===== config.mk =====
export PLATFORM = sky130hd
export DESIGN_NAME = halftone_sequencer
export DESIGN_NICKNAME = d
export VERILOG_FILES = /design/src/rtl/halftone_sequencer.sv
export SDC_FILE = /design/constraint.sdc
export NUM_CORES = 1
export LEC_CHECK = 0
export BUFFER_PORTS_ARGS = -buffer_cell sky130_fd_sc_hd__buf_2
export CORE_UTILIZATION = 45
export DETAILED_ROUTE_END_ITERATION = 12
export GPL_ROUTABILITY_DRIVEN = 0
export PLACE_DENSITY = 0.75
export SYNTH_ARGS = -nofsm -noshare
export SYNTH_HDL_FRONTEND = slang
export SYNTH_SLANG_ARGS = --single-unit

===== constraint.sdc =====
create_clock -name clk -period 1.4 [get_ports clk]
set_clock_uncertainty 0.05 [all_clocks]
set_input_delay 0.14 -clock clk [delete_from_list [all_inputs] [get_ports clk]]
set_output_delay 0.14 -clock clk [all_outputs]
set_load 0.01 [all_outputs]

===== src/rtl/halftone_sequencer.sv =====
// Raster-order sequencer for a single-pixel error-diffusion halftone datapath; packs result bits into row words.
// Optional wait-for-datapath watchdog with sticky err output: define HALFTONE_SEQ_TIMEOUT_EN.
module halftone_sequencer #(
    parameter int N_ROWS = 6,
    parameter int N_COLS = 8,
    parameter int ADDR_W = 6
`ifdef HALFTONE_SEQ_TIMEOUT_EN
    ,
    parameter int TIMEOUT = 15
`endif
) (
    input  logic              clk,
    input  logic              reset,
    input  logic              go,
    output logic              busy,
    output logic              done,
    output logic              pix_rd,
    output logic [ADDR_W-1:0] pix_addr,
    input  logic [7:0]        pix_data,
    output logic              dp_valid,
    output logic [7:0]        dp_pixel,
    output logic              dp_first_row,
    output logic              dp_first_col,
    output logic              dp_last_col,
    input  logic              dp_done,
    input  logic              dp_bit,
    output logic [N_COLS-1:0] row_bits,
    output logic [2:0]        row_idx,
    output logic              row_valid,
    input  logic              row_ready
`ifdef HALFTONE_SEQ_TIMEOUT_EN
    ,
    output logic              err
`endif
);

    localparam int COL_W = (N_COLS > 1) ? $clog2(N_COLS) : 1;
    localparam logic [COL_W-1:0] COL_LAST = COL_W'(N_COLS - 1);
    localparam logic [2:0]       ROW_LAST = 3'(N_ROWS - 1);

    typedef enum logic [2:0] {
        IDLE      = 3'd0,
        FETCH     = 3'd1,
        WAIT_DATA = 3'd2,
        ISSUE     = 3'd3,
        WAIT_DP   = 3'd4,
        EMIT_ROW  = 3'd5,
        DONE_ST   = 3'd6
    } state_t;

    state_t            state_q, state_d;
    logic [2:0]        row_q, row_d;
    logic [COL_W-1:0]  col_q, col_d;
    logic [N_COLS-1:0] row_bits_q, row_bits_d;
    logic [7:0]        dp_pixel_q, dp_pixel_d;
    logic [ADDR_W-1:0] addr_calc;

`ifdef HALFTONE_SEQ_TIMEOUT_EN
    localparam int WAIT_W = $clog2(TIMEOUT + 1);
    localparam logic [WAIT_W-1:0] WAIT_LAST = WAIT_W'(TIMEOUT - 1);

    logic [WAIT_W-1:0] wait_q, wait_d;
    logic              err_q, err_d;
`endif

    always_ff @(posedge clk) begin
        if (reset) begin
            state_q    <= IDLE;
            row_q      <= '0;
            col_q      <= '0;
            row_bits_q <= '0;
            dp_pixel_q <= '0;
`ifdef HALFTONE_SEQ_TIMEOUT_EN
            wait_q     <= '0;
            err_q      <= 1'b0;
`endif
        end else begin
            state_q    <= state_d;
            row_q      <= row_d;
            col_q      <= col_d;
            row_bits_q <= row_bits_d;
            dp_pixel_q <= dp_pixel_d;
`ifdef HALFTONE_SEQ_TIMEOUT_EN
            wait_q     <= wait_d;
            err_q      <= err_d;
`endif
        end
    end

    always_comb begin
        state_d    = state_q;
        row_d      = row_q;
        col_d      = col_q;
        row_bits_d = row_bits_q;
        dp_pixel_d = dp_pixel_q;
`ifdef HALFTONE_SEQ_TIMEOUT_EN
        wait_d     = wait_q;
        err_d      = err_q;
`endif
        case (state_q)
            IDLE: begin
                if (go) begin
                    state_d    = FETCH;
                    row_d      = '0;
                    col_d      = '0;
                    row_bits_d = '0;
`ifdef HALFTONE_SEQ_TIMEOUT_EN
                    err_d      = 1'b0;
`endif
                end
            end
            FETCH:     state_d = WAIT_DATA;
            WAIT_DATA: begin
                dp_pixel_d = pix_data;
                state_d    = ISSUE;
            end
            ISSUE: begin
                state_d = WAIT_DP;
`ifdef HALFTONE_SEQ_TIMEOUT_EN
                wait_d  = '0;
`endif
            end
            WAIT_DP: begin
                if (dp_done) begin
                    // Column 0 lands in the MSB of the row word.
                    for (int i = 0; i < N_COLS; i++) begin
                        if (col_q == COL_W'(N_COLS - 1 - i)) row_bits_d[i] = dp_bit;
                    end
                    if (col_q == COL_LAST) begin
                        state_d = EMIT_ROW;
                    end else begin
                        col_d   = col_q + 1'b1;
                        state_d = FETCH;
                    end
                end
`ifdef HALFTONE_SEQ_TIMEOUT_EN
                else if (wait_q == WAIT_LAST) begin
                    err_d   = 1'b1;
                    state_d = IDLE;
                end else begin
                    wait_d = wait_q + 1'b1;
                end
`endif
            end
            EMIT_ROW: begin
                if (row_ready) begin
                    if (row_q == ROW_LAST) begin
                        state_d = DONE_ST;
                    end else begin
                        row_d      = row_q + 1'b1;
                        col_d      = '0;
                        row_bits_d = '0;
                        state_d    = FETCH;
                    end
                end
            end
            DONE_ST:  state_d = IDLE;
            default:  state_d = IDLE;
        endcase
    end

    assign addr_calc    = ADDR_W'(row_q) * ADDR_W'(N_COLS) + ADDR_W'(col_q);

    assign busy         = (state_q != IDLE);
    assign done         = (state_q == DONE_ST);
    assign pix_rd       = (state_q == FETCH);
    assign pix_addr     = (state_q == FETCH) ? addr_calc : '0;
    assign dp_valid     = (state_q == ISSUE);
    assign dp_pixel     = dp_pixel_q;
    assign dp_first_row = (state_q == ISSUE) && (row_q == 3'd0);
    assign dp_first_col = (state_q == ISSUE) && (col_q == '0);
    assign dp_last_col  = (state_q == ISSUE) && (col_q == COL_LAST);
    assign row_bits     = row_bits_q;
    assign row_idx      = row_q;
    assign row_valid    = (state_q == EMIT_ROW);
`ifdef HALFTONE_SEQ_TIMEOUT_EN
    assign err          = err_q;
`endif

endmodule


==> results.txt <==
The dominant register cell in the synthesized netlist is sky130_fd_sc_hd__dfxtp_1. The switching share of total power came out at 32.5%. The critical-path maximum fanout came out at 5. The maximum vdd ir drop is 0.000488 V.

The final-report hold violation count is 1. The worst path setup slack after routing is -0.233 ns. During synthesis, Yosys emitted a total of 0 warnings. The sum of net half-perimeters after detailed placement came out at 2.66 mm. The post-synthesis adder-cell area fraction is 7.71%. The die is 59.0 um wide. The clock net in this run drives a total of 25 sinks. The cell at the root of the clock tree is sky130_fd_sc_hd__clkbuf_4. The number of antenna violations at the first check in global routing came out at 0.

The placed instances occupy a cell area of 1930 um2. The internal power of the cells totals 1160 uW. Walking the worst path, the cells encountered are buf_6 -> buf_6 -> nand2_4 -> nor2_4 -> and2_4 -> buf_6. The post-route minimum period came out at 1.63 ns. The worst-case hold slack is -0.00522 ns.

By area, the combinational part of the netlist is dominated by simple AND/OR/NAND/NOR gates. The endpoint type of the worst setup path is an output port. After technology mapping, the gate count stands at 167. The total power per unit cell area came out at 692 nW/um2. The count of inserted antenna diode cells came out at 0. The count of flip-flops with a built-in enable after synthesis came out at 0. The core region is 3080 um2. The share of power burned in the clock network came out at 20.6%.

The summed area of non-filler cells in the final layout came out at 2480 um2. TritonCTS built the clock tree. The maximum number of pins on one net before global-route repair is 16. The layout cell share with drive strength beyond 1 is 59.0%. The number of rows created at floorplan is 20.

The total of endpoints with negative setup slack in the final report is 33. The number of levels the H-tree was split into is 1. By count the netlist is led by sky130_fd_sc_hd__dfxtp_1, sky130_fd_sc_hd__nand2_1, sky130_fd_sc_hd__nor2_1. The clock-pin slew reported for the worst setup and hold paths after clock tree synthesis came out at 0.16 ns. The via count of the first global-routing pass is 1538. The area growth from synthesis to final layout is 69.9%. The maximum achievable frequency came out at 612 MHz. Input and output buffers added on the ports amount to 46. The total length of routed wires is 4.81 mm. The static leakage came out at 0.00114 uW. The synthesized area per cell is 8.75 um2.

The clock buffer count from CTS is 3. The critical-path cell with the highest stage delay is sky130_fd_sc_hd__dfxtp_2. In this run the biggest area consumer among cell types represents 34.2% of the synthesized area. The remaining antenna violation count is 0. The run finished, with violations left.

The cell type group with the largest total delay on the critical path is flip-flops. Sequential elements use 34.2% of the synthesized area. The die is 59.0 um tall. The final critical-path share of the clock period is 117%. The top-level I/O count is 47. The detailed-router iteration count before antenna repair is 5. Setup repair after global routing could not meet its margin everywhere.

The number of distinct library cells after synthesis came out at 41. The worst hold path belongs to the class primary input to flip-flop. By area the synthesized netlist is led by sky130_fd_sc_hd__dfxtp_1, sky130_fd_sc_hd__mux2i_1, sky130_fd_sc_hd__ha_1. The maximum clock insertion buffer count is 2. The worst slew margin relative to its limit is 83.0%. Per report_power, the combinational group accounts for 35.6% of the total. Across the run, the number of max-cap violations was 0. The global router's overall resource usage is 26.1%. The share of total power in sequential cells is 43.8%. The fraction of the mapped netlist area in simple logic gates is 23.5%. The die covers 3480 um2.

The detail-routed via count per cell is 5.23. The routed length per placed instance is 15.8 um. Global routing finished with a remaining overflow of 0. The wire length of the first global-routing pass is 6.85 mm. The peak per-stage delay on the critical path came out at 0.39 ns. The final reports fail on hold timing, setup timing.

In the synthesized netlist the async set-or-reset flop fraction comes to 0%. The core utilization of the finished layout is 80.7%. The net switching component of the power came out at 559 uW. In this run, synthesis produced a sequential element count of 25. The number of nets handed over by synthesis was 190. The post-synthesis xor/xnor area fraction came out at 0.599%.

The number of pins exceeding their max-slew limit in the final report is 0. The complex-gate fraction of the synthesized area came out at 15.2%. The net count of the finished layout is 285. The DRC violation total after the first TritonRoute iteration is 42. The post-synth design cell area is 1460 um2. The worst path arrival time came out at 1.44 ns.

The total via count in the routed design is 1596. Prior to clock tree synthesis, the placed netlist has a worst setup slack of -0.0782 ns. In this design, the critical path's most frequently occurring cell is sky130_fd_sc_hd__buf_6.

The effective utilization at floorplan came out at 47.5%. The number of remaining DRC errors came out at 0. STA puts the critical path data required time at 1.21 ns. The number of buffer and inverter instances along the worst setup path came out at 3. Of all cell types, the one taking the most synthesized area is sky130_fd_sc_hd__dfxtp_1. The clock insertion delay at the later pin of the skew report is 0.34 ns. The startpoint class of the critical path is a flip-flop. The type of the worst setup path is flip-flop to output port.

Of the post-synthesis cell area, the part taken by muxes is 11.0%. The most instantiated library cell after synthesis is sky130_fd_sc_hd__dfxtp_1. At the pin with the least slew margin, the transition time is 0.252 ns. The sum of negative setup slack came out at -4.18 ns.
## registers in the layout, indices dropped and copies added (netlist names)
name and flops:
dp_pixel 8, row_bits 8, row_idx 3, col_q 3, state_q 3
## worst reg2reg max path, cell delays in order (launching register included)
cell and delay (ns):
sky130_fd_sc_hd__dfxtp_2 0.39, sky130_fd_sc_hd__buf_6 0.12, sky130_fd_sc_hd__mux2_4 0.33, sky130_fd_sc_hd__a32o_4 0.34, sky130_fd_sc_hd__o21ai_2 0.08, sky130_fd_sc_hd__mux2i_1 0.20
## placed cells by master (no fill, tap or decap), types with 3 or more instances in the layout
cell type | netlist | layout
sky130_fd_sc_hd__clkbuf_4 | 0 | 3
sky130_fd_sc_hd__mux2i_1 | 15 | 15
sky130_fd_sc_hd__a21oi_1 | 6 | 4
sky130_fd_sc_hd__buf_4 | 3 | 38
sky130_fd_sc_hd__buf_2 | 4 | 41
sky130_fd_sc_hd__dlygate4sd3_1 | 0 | 5
sky130_fd_sc_hd__inv_1 | 9 | 8
sky130_fd_sc_hd__o21ai_2 | 5 | 4
sky130_fd_sc_hd__nor2_4 | 0 | 3
sky130_fd_sc_hd__buf_6 | 2 | 18
sky130_fd_sc_hd__nor3_2 | 0 | 6
sky130_fd_sc_hd__nor2_1 | 16 | 12
sky130_fd_sc_hd__nand2_4 | 1 | 3
sky130_fd_sc_hd__dfxtp_2 | 0 | 6
sky130_fd_sc_hd__nand3_1 | 4 | 3
sky130_fd_sc_hd__nand2b_1 | 4 | 3
sky130_fd_sc_hd__nand2_1 | 16 | 12
sky130_fd_sc_hd__dfxtp_1 | 25 | 18
sky130_fd_sc_hd__ha_1 | 9 | 5
sky130_fd_sc_hd__a32o_1 | 3 | 3
## area by class of cell
class | count | area (um2)
Multi-Input combinational cell | 120 | 1090
Timing Repair Buffer | 103 | 758
Fill cell | 196 | 594
Sequential cell | 25 | 512
Tap cell | 44 | 55.1
Inverter | 9 | 33.8
Clock buffer | 3 | 22.5
Clock inverter | 1 | 7.51
## logic make-up after synthesis
logic type	Yosys count
AOI/OAI and AO/OA	28
and+or+nand+nor	66
buffers and inverters	22
adders and majority gates	9
muxes	16
xor gates and xnor gates	1
DFF	25
## power by group through the flow
stage | registers (uW) | clock network (uW) | logic, uW
floorplan | 766 | 0 | 240
global placement | 765 | 0 | 382
detailed placement | 765 | 0 | 387
finish | 752 | 354 | 612
global route | 755 | 391 | 643
CTS | 749 | 345 | 497
## layer usage
layer	part of all wire (%)	GRT usage, %
met5	0	0
met4	2.4	10.9
met3	5.5	3.93
met2	52	47.4
met1	40	30.4
## metrics by stage
stage	instances	total power [uW]
6_report	305	1720
5_1_grt	305	1790
4_1_cts	299	1590
3_5_place_dp	277	1150
3_3_place_gp	277	1150
2_1_floorplan	167	1010
## repair_timing
item,4_1_cts,5_1_grt
endpoints found under the setup margin,37,39
resized for setup,50,28
pin swaps,14,9
buffers inserted,15,4
hold buffers,3,2
endpoints found under the hold margin,3,2
## final timing paths
kind               startpoint            to  slack [ns]  depth (start not counted)
setup / recovery   state_q[0]  dp_first_col       -0.23                          6
hold / removal    pix_data[7]   dp_pixel[7]      -0.005                          3
setup reg to reg   state_q[2]   row_bits[5]       -0.19                          5
hold reg to reg   row_bits[2]   row_bits[2]        0.42                          2
(Power assumes the default switching activity.)
